File: src/rtl/cpu_run_ctrl.sv
// cpu_run_ctrl: run / slow-run / single-step / halt controller producing the datapath enable.
// Define CYCLE_CNT_EN to build the live enabled-cycle counter; otherwise cycle_cnt reads 0.

module cpu_run_ctrl #(
   parameter int SLOW_DIV = 25_000_000,
   parameter int DEBOUNCE = 500_000,
   parameter int CNT_W    = 32
) (
   input  logic             clk,
   input  logic             rst,
   input  logic             frequency,
   input  logic             run,
   input  logic             step_btn,
   input  logic             halt_req,
   input  logic             resume,
   output logic             cpu_en,
   output logic             halted,
   output logic [1:0]       state,
   output logic [CNT_W-1:0] cycle_cnt
);

   localparam logic [1:0] ST_IDLE  = 2'b00;
   localparam logic [1:0] ST_RUN   = 2'b01;
   localparam logic [1:0] ST_PAUSE = 2'b10;
   localparam logic [1:0] ST_HALT  = 2'b11;

   localparam int DIV_W = $clog2(SLOW_DIV);
   localparam int DB_W  = (DEBOUNCE > 2) ? $clog2(DEBOUNCE) : 1;
   localparam logic [DIV_W-1:0] DIV_LAST = DIV_W'(SLOW_DIV - 1);
   localparam logic [DB_W-1:0]  DB_LAST  = DB_W'(DEBOUNCE - 1);

   logic [2:0]       meta_reg;
   logic [2:0]       sync_reg;
   logic             freq_s;
   logic             run_s;
   logic             btn_s;
   logic             freq_change;

   logic [DB_W-1:0]  db_cnt_reg;
   logic             db_level_reg;
   logic             db_prev_reg;
   logic             step_fire_reg;

   logic [1:0]       state_reg;
   logic [1:0]       state_next;
   logic [DIV_W-1:0] div_reg;
   logic [DIV_W-1:0] div_next;

   // Two-flop synchronizers for {frequency, run, step_btn}
   always_ff @(posedge clk or negedge rst) begin
      if (!rst) begin
         meta_reg <= '0;
         sync_reg <= '0;
      end else begin
         meta_reg <= {frequency, run, step_btn};
         sync_reg <= meta_reg;
      end
   end

   assign freq_s      = sync_reg[2];
   assign run_s       = sync_reg[1];
   assign btn_s       = sync_reg[0];
   // freq_s is about to change on this edge when the first stage disagrees with it
   assign freq_change = meta_reg[2] ^ sync_reg[2];

   always_ff @(posedge clk or negedge rst) begin
      if (!rst) begin
         db_cnt_reg    <= '0;
         db_level_reg  <= 1'b0;
         db_prev_reg   <= 1'b0;
         step_fire_reg <= 1'b0;
      end else begin
         db_prev_reg   <= db_level_reg;
         step_fire_reg <= db_level_reg & ~db_prev_reg;
         if (btn_s == db_level_reg) begin
            db_cnt_reg <= '0;
         end else if (db_cnt_reg == DB_LAST) begin
            db_level_reg <= btn_s;
            db_cnt_reg   <= '0;
         end else begin
            db_cnt_reg <= db_cnt_reg + DB_W'(1);
         end
      end
   end

   // A step pulse only counts in PAUSE and only if we are not leaving for RUN on the same edge
   always_comb begin
      cpu_en = 1'b0;
      case (state_reg)
         ST_RUN:   cpu_en = freq_s | (div_reg == DIV_LAST);
         ST_PAUSE: cpu_en = step_fire_reg & ~run_s;
         default:  cpu_en = 1'b0;
      endcase
   end

   always_comb begin
      state_next = state_reg;
      if (cpu_en && halt_req) begin
         state_next = ST_HALT;
      end else begin
         case (state_reg)
            ST_IDLE, ST_RUN, ST_PAUSE: state_next = run_s ? ST_RUN : ST_PAUSE;
            ST_HALT: begin
               if (resume) state_next = run_s ? ST_RUN : ST_PAUSE;
            end
            default: state_next = ST_IDLE;
         endcase
      end
   end

   always_comb begin
      div_next = '0;
      if (state_reg == ST_RUN && state_next == ST_RUN && !freq_change) begin
         div_next = (div_reg == DIV_LAST) ? '0 : div_reg + DIV_W'(1);
      end
   end

   always_ff @(posedge clk or negedge rst) begin
      if (!rst) begin
         state_reg <= ST_IDLE;
         div_reg   <= '0;
      end else begin
         state_reg <= state_next;
         div_reg   <= div_next;
      end
   end

   assign state  = state_reg;
   assign halted = (state_reg == ST_HALT);

`ifdef CYCLE_CNT_EN
   logic [CNT_W-1:0] cycle_cnt_reg;

   always_ff @(posedge clk or negedge rst) begin
      if (!rst) begin
         cycle_cnt_reg <= '0;
      end else if (cpu_en) begin
         cycle_cnt_reg <= cycle_cnt_reg + CNT_W'(1);
      end
   end

   assign cycle_cnt = cycle_cnt_reg;
`else
   assign cycle_cnt = '0;
`endif

endmodule

File: config.mk
export PLATFORM = sky130hd
export DESIGN_NAME = cpu_run_ctrl
export DESIGN_NICKNAME = d
export VERILOG_FILES = /design/src/rtl/cpu_run_ctrl.sv
export SDC_FILE = /design/constraint.sdc
export NUM_CORES = 1
export LEC_CHECK = 0
export ABC_AREA = 0
export CAP_MARGIN = 10
export CORE_MARGIN = 3
export CORE_UTILIZATION = 40
export DETAILED_ROUTE_END_ITERATION = 16
export GPL_TIMING_DRIVEN = 0
export PLACE_DENSITY = 0.61
export SETUP_SLACK_MARGIN = 0.4
export SKIP_CTS_REPAIR_TIMING = 1
export SLEW_MARGIN = 20
export SYNTH_ARGS = -nofsm -noshare
export SYNTH_HDL_FRONTEND = slang
export SYNTH_SLANG_ARGS = --single-unit
File: constraint.sdc
create_clock -name clk -period 1.7 [get_ports clk]
set_clock_uncertainty 0.05 [all_clocks]
set_input_delay 0.34 -clock clk [delete_from_list [all_inputs] [get_ports clk]]
set_output_delay 0.34 -clock clk [all_outputs]
set_load 0.01 [all_outputs]
==> results of run 1 <==
area by class of cell:
type / instances / share of cell area
inverter: 7 / 0.00644
tap: 99 / 0.0304
buffer: 37 / 0.0788
clock buffer: 6 / 0.0178
multi-input combinational: 223 / 0.434
sequential: 55 / 0.339
timing repair buffer: 35 / 0.0895
clock inverter: 2 / 0.00399
logic make-up after synthesis:
family / synth area share
AOI/OAI and AO/OA: 0.0120
xor gates and xnor gates: 0.119
adders and majority gates: 0.0207
buffers and inverters: 0.109
DFF: 0.456
muxes: 0.00373
other: 0.00124
and+or+nand+nor: 0.279
metrics by stage:
stage	instance area [sq um]	TNS (ns)	util	hold slack, ns	setup WS [ns]
finish	4080	-4.97	0.560	0.00969	-0.513
global route	4080	-9.33	0.560	0.0644	-0.619
CTS	3520	-5.39	0.483	0.0429	-1.07
detailed placement	3440	-7.79	0.471	0.287	-0.675
global placement	3440	-90.05	0.472	0.282	-1.70
floorplan	3210	-1.17	-	-0.00559	-0.0647
critical path, stage by stage, from the launching register on:
cell and delay [ns]:
dfrtp_2 0.45, nor4b_4 0.29, nand3_2 0.15, o31ai_4 0.29
a21oi_2 0.08, nor2_1 0.11, buf_2 0.14
power groups by stage:
stage / Sequential (W) / Clock, W / Combinational, W
after floorplan: 0.00138 / 0 / 0.000183
after global placement: 0.00138 / 0 / 0.000259
after detailed placement: 0.00138 / 0 / 0.000261
after CTS: 0.00135 / 0.000763 / 0.000263
after global routing: 0.00136 / 0.000808 / 0.000388
final: 0.00135 / 0.000733 / 0.000355
layout by cell type, fill, tap and decap left out, drive strengths merged, types with 2 or more instances in the layout:
cell / n
buf: 63
nand4: 12
o21ai: 2
nand2: 14
nor4b: 2
and4: 4
and3: 11
nor3: 5
xor2: 29
clkdlybuf4s50: 5
xnor2: 12
nor4: 2
inv: 8
nand3: 24
a21oi: 2
dfrtp: 55
conb: 32
ha: 5
clkbuf: 10
nor2: 53
nor2b: 3
layer usage:
| layer | GRT usage | share of wire | vias up |
|---|---|---|---|
| li1 | - | - | 1049 |
| met1 | 0.160 | 0.44 | 1033 |
| met2 | 0.209 | 0.53 | 20 |
| met3 | 0.0268 | 0.020 | 3 |
| met4 | 0.0293 | 0.0055 | 0 |
| met5 | 0 | 0 | - |
Yosys cell counts (all sizes together):
master   number  share of area
nand3b        1         0.0025
nand3        24          0.041
nor4          2         0.0091
nand2b        1         0.0021
dfrtp        55           0.46
or2           1         0.0021
and3         11          0.023
a21oi         2         0.0033
inv           7         0.0087
and2          1         0.0021
conb          1         0.0012
o31ai         1         0.0025
xor2         29          0.084
nand4b        1         0.0029
nand2        14          0.017
o21ai         2         0.0033
and4          4          0.012
nor2         53           0.10
nor2b         3         0.0062
buf          37           0.10
xnor2        12          0.035
and4bb        1         0.0041
or3           1         0.0021
nor4b         2         0.0079
ha            5          0.021
nand4        12          0.029
o2bb2ai       1         0.0029
mux2          1         0.0037
nor3          5          0.012
and3b         1         0.0029
worst paths after layout:
check | slack (ns) | startpoint | depth (start not counted) | end
worst max-delay path | -0.51 | div_reg[10]$_DFF_PN0_ | 6 | cpu_en
worst min register to register | 0.31 | meta_reg[1]$_DFF_PN0_ | 0 | sync_reg[1]$_DFF_PN0_
max in group asynchronous | 1.08 | rst | 1 | db_cnt_reg[7]$_DFF_PN0_
min in group clk | 0.31 | meta_reg[1]$_DFF_PN0_ | 0 | sync_reg[1]$_DFF_PN0_
worst min-delay path | 0.01 | rst | 1 | div_reg[6]$_DFF_PN0_
worst max register to register | -0.19 | state[1]$_DFF_PN0_ | 8 | div_reg[17]$_DFF_PN0_
==> qor.csv, run 1 <==
stage;metric;value;unit
route;drt-initial-drc-count;58;
floorplan;num_rows;31;
finish;fin_cells;464;
floorplan;die_h;92.9;um
grt;grt_pass1_wl;8.60;mm
route;antenna_left;0;
clock_tree;clk_pin_slew_worst_paths;0.10;ns
timing;layout_min_cycle_time;2.21;ns
floorplan;core;0.00729;sq mm
pwr;seq_power_share;0.555;
placement;dp_hpwl;3.48;mm
clock_tree;cts.sinks;55;
floorplan;die_area;0.00863;sq mm
finish;fillers;626;
flow_run;max-cap-violations;0;
timing;drv_slew;0;
pwr;powerDensity;599;mW/mm^2
finish;drive_above_1_share;0.433;
critical_path;critPathRequiredTime;1.31;ns
clock_tree;tritoncts;built;
timing;max-slew-margin-rel;0.534;
min_path;hold_class;in -> async;
route;viasPerCell;4.54;
finish;largest_reg_flops;25;
finish;syn2layout_area_growth;35.1;%
yosys;netlist_area;0.00302;sq mm
pwr;p_leak;1.79;nW
clock_tree;cts_buffers;5;
timing;finalSetupViolCount;44;
yosys;ys_seq_area_frac;0.456;
critical_path;worst-endpoint-arrival;1.82;ns
timing;rsz0062_at_grt;true;
pwr;p_sw;0.000632;W
yosys;netlist_instances;291;
critical_path;start_kind;register;
route;vias;2105;
pwr;total_power;0.00244;W
grt;overflow;0;
placement;numPortBuffers;10;
clock_tree;insertion_delay;0.31;ns
pwr;vdd_drop_max;0.332;mV
grt;track_usage;0.123;
finish;fin_nets;376;
finish;antennaDiodeCount;0;
yosys;ys_types;40;
finish;multi_input_area;0.00177;sq mm
timing;fin_crit_sh;1.30;
placement;place.gp.congestion;0.777;
yosys;ys_seq_elements;55;
critical_path;path_class;reg -> out;
critical_path;endpoint_kind;output port;
floorplan;die_width;92.9;um
clock_tree;htree_levels;2;
pwr;switching_share;0.259;
pwr;pwr-share-clk;0.300;
grt;antenna_found_initial;0;
finish;register_area;0.00138;sq mm
floorplan;io_pins;43;
route;finalWirelength;5.60;mm
yosys;ys.warnings.count;0;
route;wl_per_cell;12.1;um
clock_tree;cts.path.max_buffers;2;
route;drc_errors;0;
status;violations;setup timing;
grt;grt_max_degree;56;
route;first_pass_iters;4;
pwr;p_int;0.00181;W
timing;tightest_slew;0.699;ns
critical_path;worstPathMaxFanout;3;
placement;dp_cells;431;
pwr;pwr-share-comb;0.145;
timing;fmax;452;MHz
status;status;finished, violations left;
floorplan;initial_core_util;0.414;
timing;hold_viol;0;
clock_tree;cts_root_buf;clkbuf_8;
yosys;avgSynthCellArea;10.4;sq um
grt;grt_pass1_vias;1881;
timing;fin_ws;-0.513;ns
Power figures use the tool's default switching activity.
==> run 2: changes to the inputs <==
- CORE_UTILIZATION: 40 -> 49
- PLACE_DENSITY: 0.61 -> 0.73
==> run 2 against run 1 <==
Effect of this change:
- flip-flop and latch count stayed put
- total power is 12% higher
- the run still ends with setup timing left
- die area is 17% lower
- core utilization is 14 points higher
- worst setup slack worse by 0.0044 ns
- via count is 0.86% higher
- clock power is 38% higher
- register-to-register slack worse by 0.16 ns
- first-iteration DRC count is 64% higher
- final cell count is 6.3% lower
- design area is 1.3% lower
- global-route usage is 2.1 points higher
- critical path type unchanged
- largest power group unchanged
==> qor.csv, run 2 (synthesis gave the netlist of run 1 again) <==
stage;metric;value;unit
status;status;finished, violations left;
status;violations;setup timing;
finish;fin_nets;374;
critical_path;start_kind;register;
critical_path;ff2ff_setup_slack;-0.35;ns
finish;largest_reg_flops;25;
finish;syn2layout_area_growth;33.3;%
pwr;pwr-share-clk;0.369;
timing;fmax;451;MHz
timing;layout_min_cycle_time;2.22;ns
clock_tree;insertion_delay;0.31;ns
timing;final.setup.tns;-8.55;ns
timing;finalSetupViolCount;38;
finish;mostFrequentLayoutCells;48 x buf_4, 44 x dfrtp_1, 32 x conb_1;
critical_path;worstPathMaxFanout;3;
timing;max-slew-margin-rel;0.546;
placement;dp_cells;404;
floorplan;io_pins;43;
pwr;pwr-share-comb;0.134;
timing;tightest_slew;0.682;ns
critical_path;endpoint_kind;output port;
route;drc_errors;0;
floorplan;die_width;84.5;um
clock_tree;cts_buffers;5;
finish;fin_util;0.701;
pwr;vdd_drop_max;0.586;mV
route;first_pass_iters;4;
critical_path;critPathRequiredTime;1.31;ns
timing;fin_ws;-0.517;ns
min_path;hold_class;in -> async;
pwr;seq_power_share;0.497;
finish;final_common_cell;buf_4;
timing;rsz0062_at_grt;true;
pwr;p_leak;1.78;nW
clock_tree;cts.sinks;55;
flow_run;max-cap-violations;0;
route;vias;2123;
finish;fin_cells;435;
pwr;powerDensity;677;mW/mm^2
route;viasPerCell;4.88;
route;wl_per_cell;14.2;um
placement;numPortBuffers;10;
finish;fillers;394;
floorplan;die_area;0.00714;sq mm
pwr;p_sw;0.000622;W
finish;antennaDiodeCount;0;
grt;grt_max_degree;56;
critical_path;path_class;reg -> out;
floorplan;die_h;84.5;um
placement;dp_hpwl;3.63;mm
route;finalWirelength;6.17;mm
placement;pre_cts_slack;-0.651;ns
floorplan;num_rows;27;
timing;drv_slew;0;
clock_tree;cts.path.max_buffers;2;
pwr;p_int;0.00210;W
timing;hold_viol;0;
route;antenna_left;0;
route;drt-initial-drc-count;95;
clock_tree;clk_pin_slew_worst_paths;0.09;ns
timing;holdWs;0.00974;ns
finish;drive_above_1_share;0.430;
critical_path;worst-endpoint-arrival;1.83;ns
grt;grt_pass1_vias;1911;
timing;fin_crit_sh;1.30;
clock_tree;tritoncts;built;
floorplan;core;0.00574;sq mm
clock_tree;cts_root_buf;clkbuf_8;
grt;track_usage;0.144;
grt;antenna_found_initial;0;
grt;grt_pass1_wl;8.54;mm
clock_tree;htree_levels;2;
grt;overflow;0;
pwr;switching_share;0.228;
placement;place.gp.congestion;0.840;
floorplan;initial_core_util;0.526;
==> run 2: cell count changes in the layout (fill, tap and decap cells not counted), sizes merged <==
cell      change
buf           -1
bufinv        +2
clkbuf        -1
clkinvlp      -1
inv           -1
==> run 2: worst paths after layout <==
check,end,start,cells after the start
setup / recovery,cpu_en,div_reg[15]$_DFF_PN0_,6
hold / removal,div_reg[14]$_DFF_PN0_,rst,1
setup reg to reg,div_reg[15]$_DFF_PN0_,state[0]$_DFF_PN0_,9
hold reg to reg,sync_reg[1]$_DFF_PN0_,meta_reg[1]$_DFF_PN0_,0
max in group asynchronous,state[0]$_DFF_PN0_,rst,1
min in group clk,sync_reg[1]$_DFF_PN0_,meta_reg[1]$_DFF_PN0_,0
==> run 2: area by class of cell <==
cell class | count | area [sq um] | share of cell area
multi-input combinational | 223 | 1720 | 0.426
clock buffer | 6 | 72.6 | 0.0180
tap | 72 | 90.1 | 0.0224
inverter | 7 | 26.3 | 0.00653
clock inverter | 2 | 60.1 | 0.0149
timing repair buffer | 33 | 349 | 0.0867
buffer | 37 | 322 | 0.0799
sequential | 55 | 1390 | 0.345
==> run 2: layer usage <==
| layer | wire [um] | vias to the layer above | track usage | share of wire |
|---|---|---|---|---|
| li1 | - | 1046 | - | - |
| met1 | 2590 | 1040 | 0.178 | 0.42 |
| met2 | 3340 | 31 | 0.248 | 0.54 |
| met3 | 199 | 6 | 0.0393 | 0.032 |
| met4 | 37 | 0 | 0.0417 | 0.0060 |
| met5 | 0 | - | 0 | 0 |
==> run 2: critical path, cell delays in order (launching register included) <==
cell	delay [ns]
dfrtp_2	0.45
nor4b_4	0.30
nand3_2	0.15
o31ai_4	0.32
a21oi_2	0.10
nor2_1	0.09
buf_2	0.13
==> run 2: metrics by stage <==
step	power, W	cell area [sq um]
2_1_floorplan	0.00156	3210
3_3_place_gp	0.00164	3400
3_5_place_dp	0.00164	3400
4_1_cts	0.00265	3530
5_1_grt	0.00284	4030
6_report	0.00273	4030
==> run 2: power by group through the flow <==
| stage | combinational (W) | clock [W] | sequential, W |
|---|---|---|---|
| 3_5_place_dp | 0.000260 | 0 | 0.00138 |
| 2_1_floorplan | 0.000183 | 0 | 0.00138 |
| 3_3_place_gp | 0.000258 | 0 | 0.00138 |
| 4_1_cts | 0.000261 | 0.00104 | 0.00135 |
| 6_report | 0.000364 | 0.00101 | 0.00136 |
| 5_1_grt | 0.000392 | 0.00109 | 0.00136 |
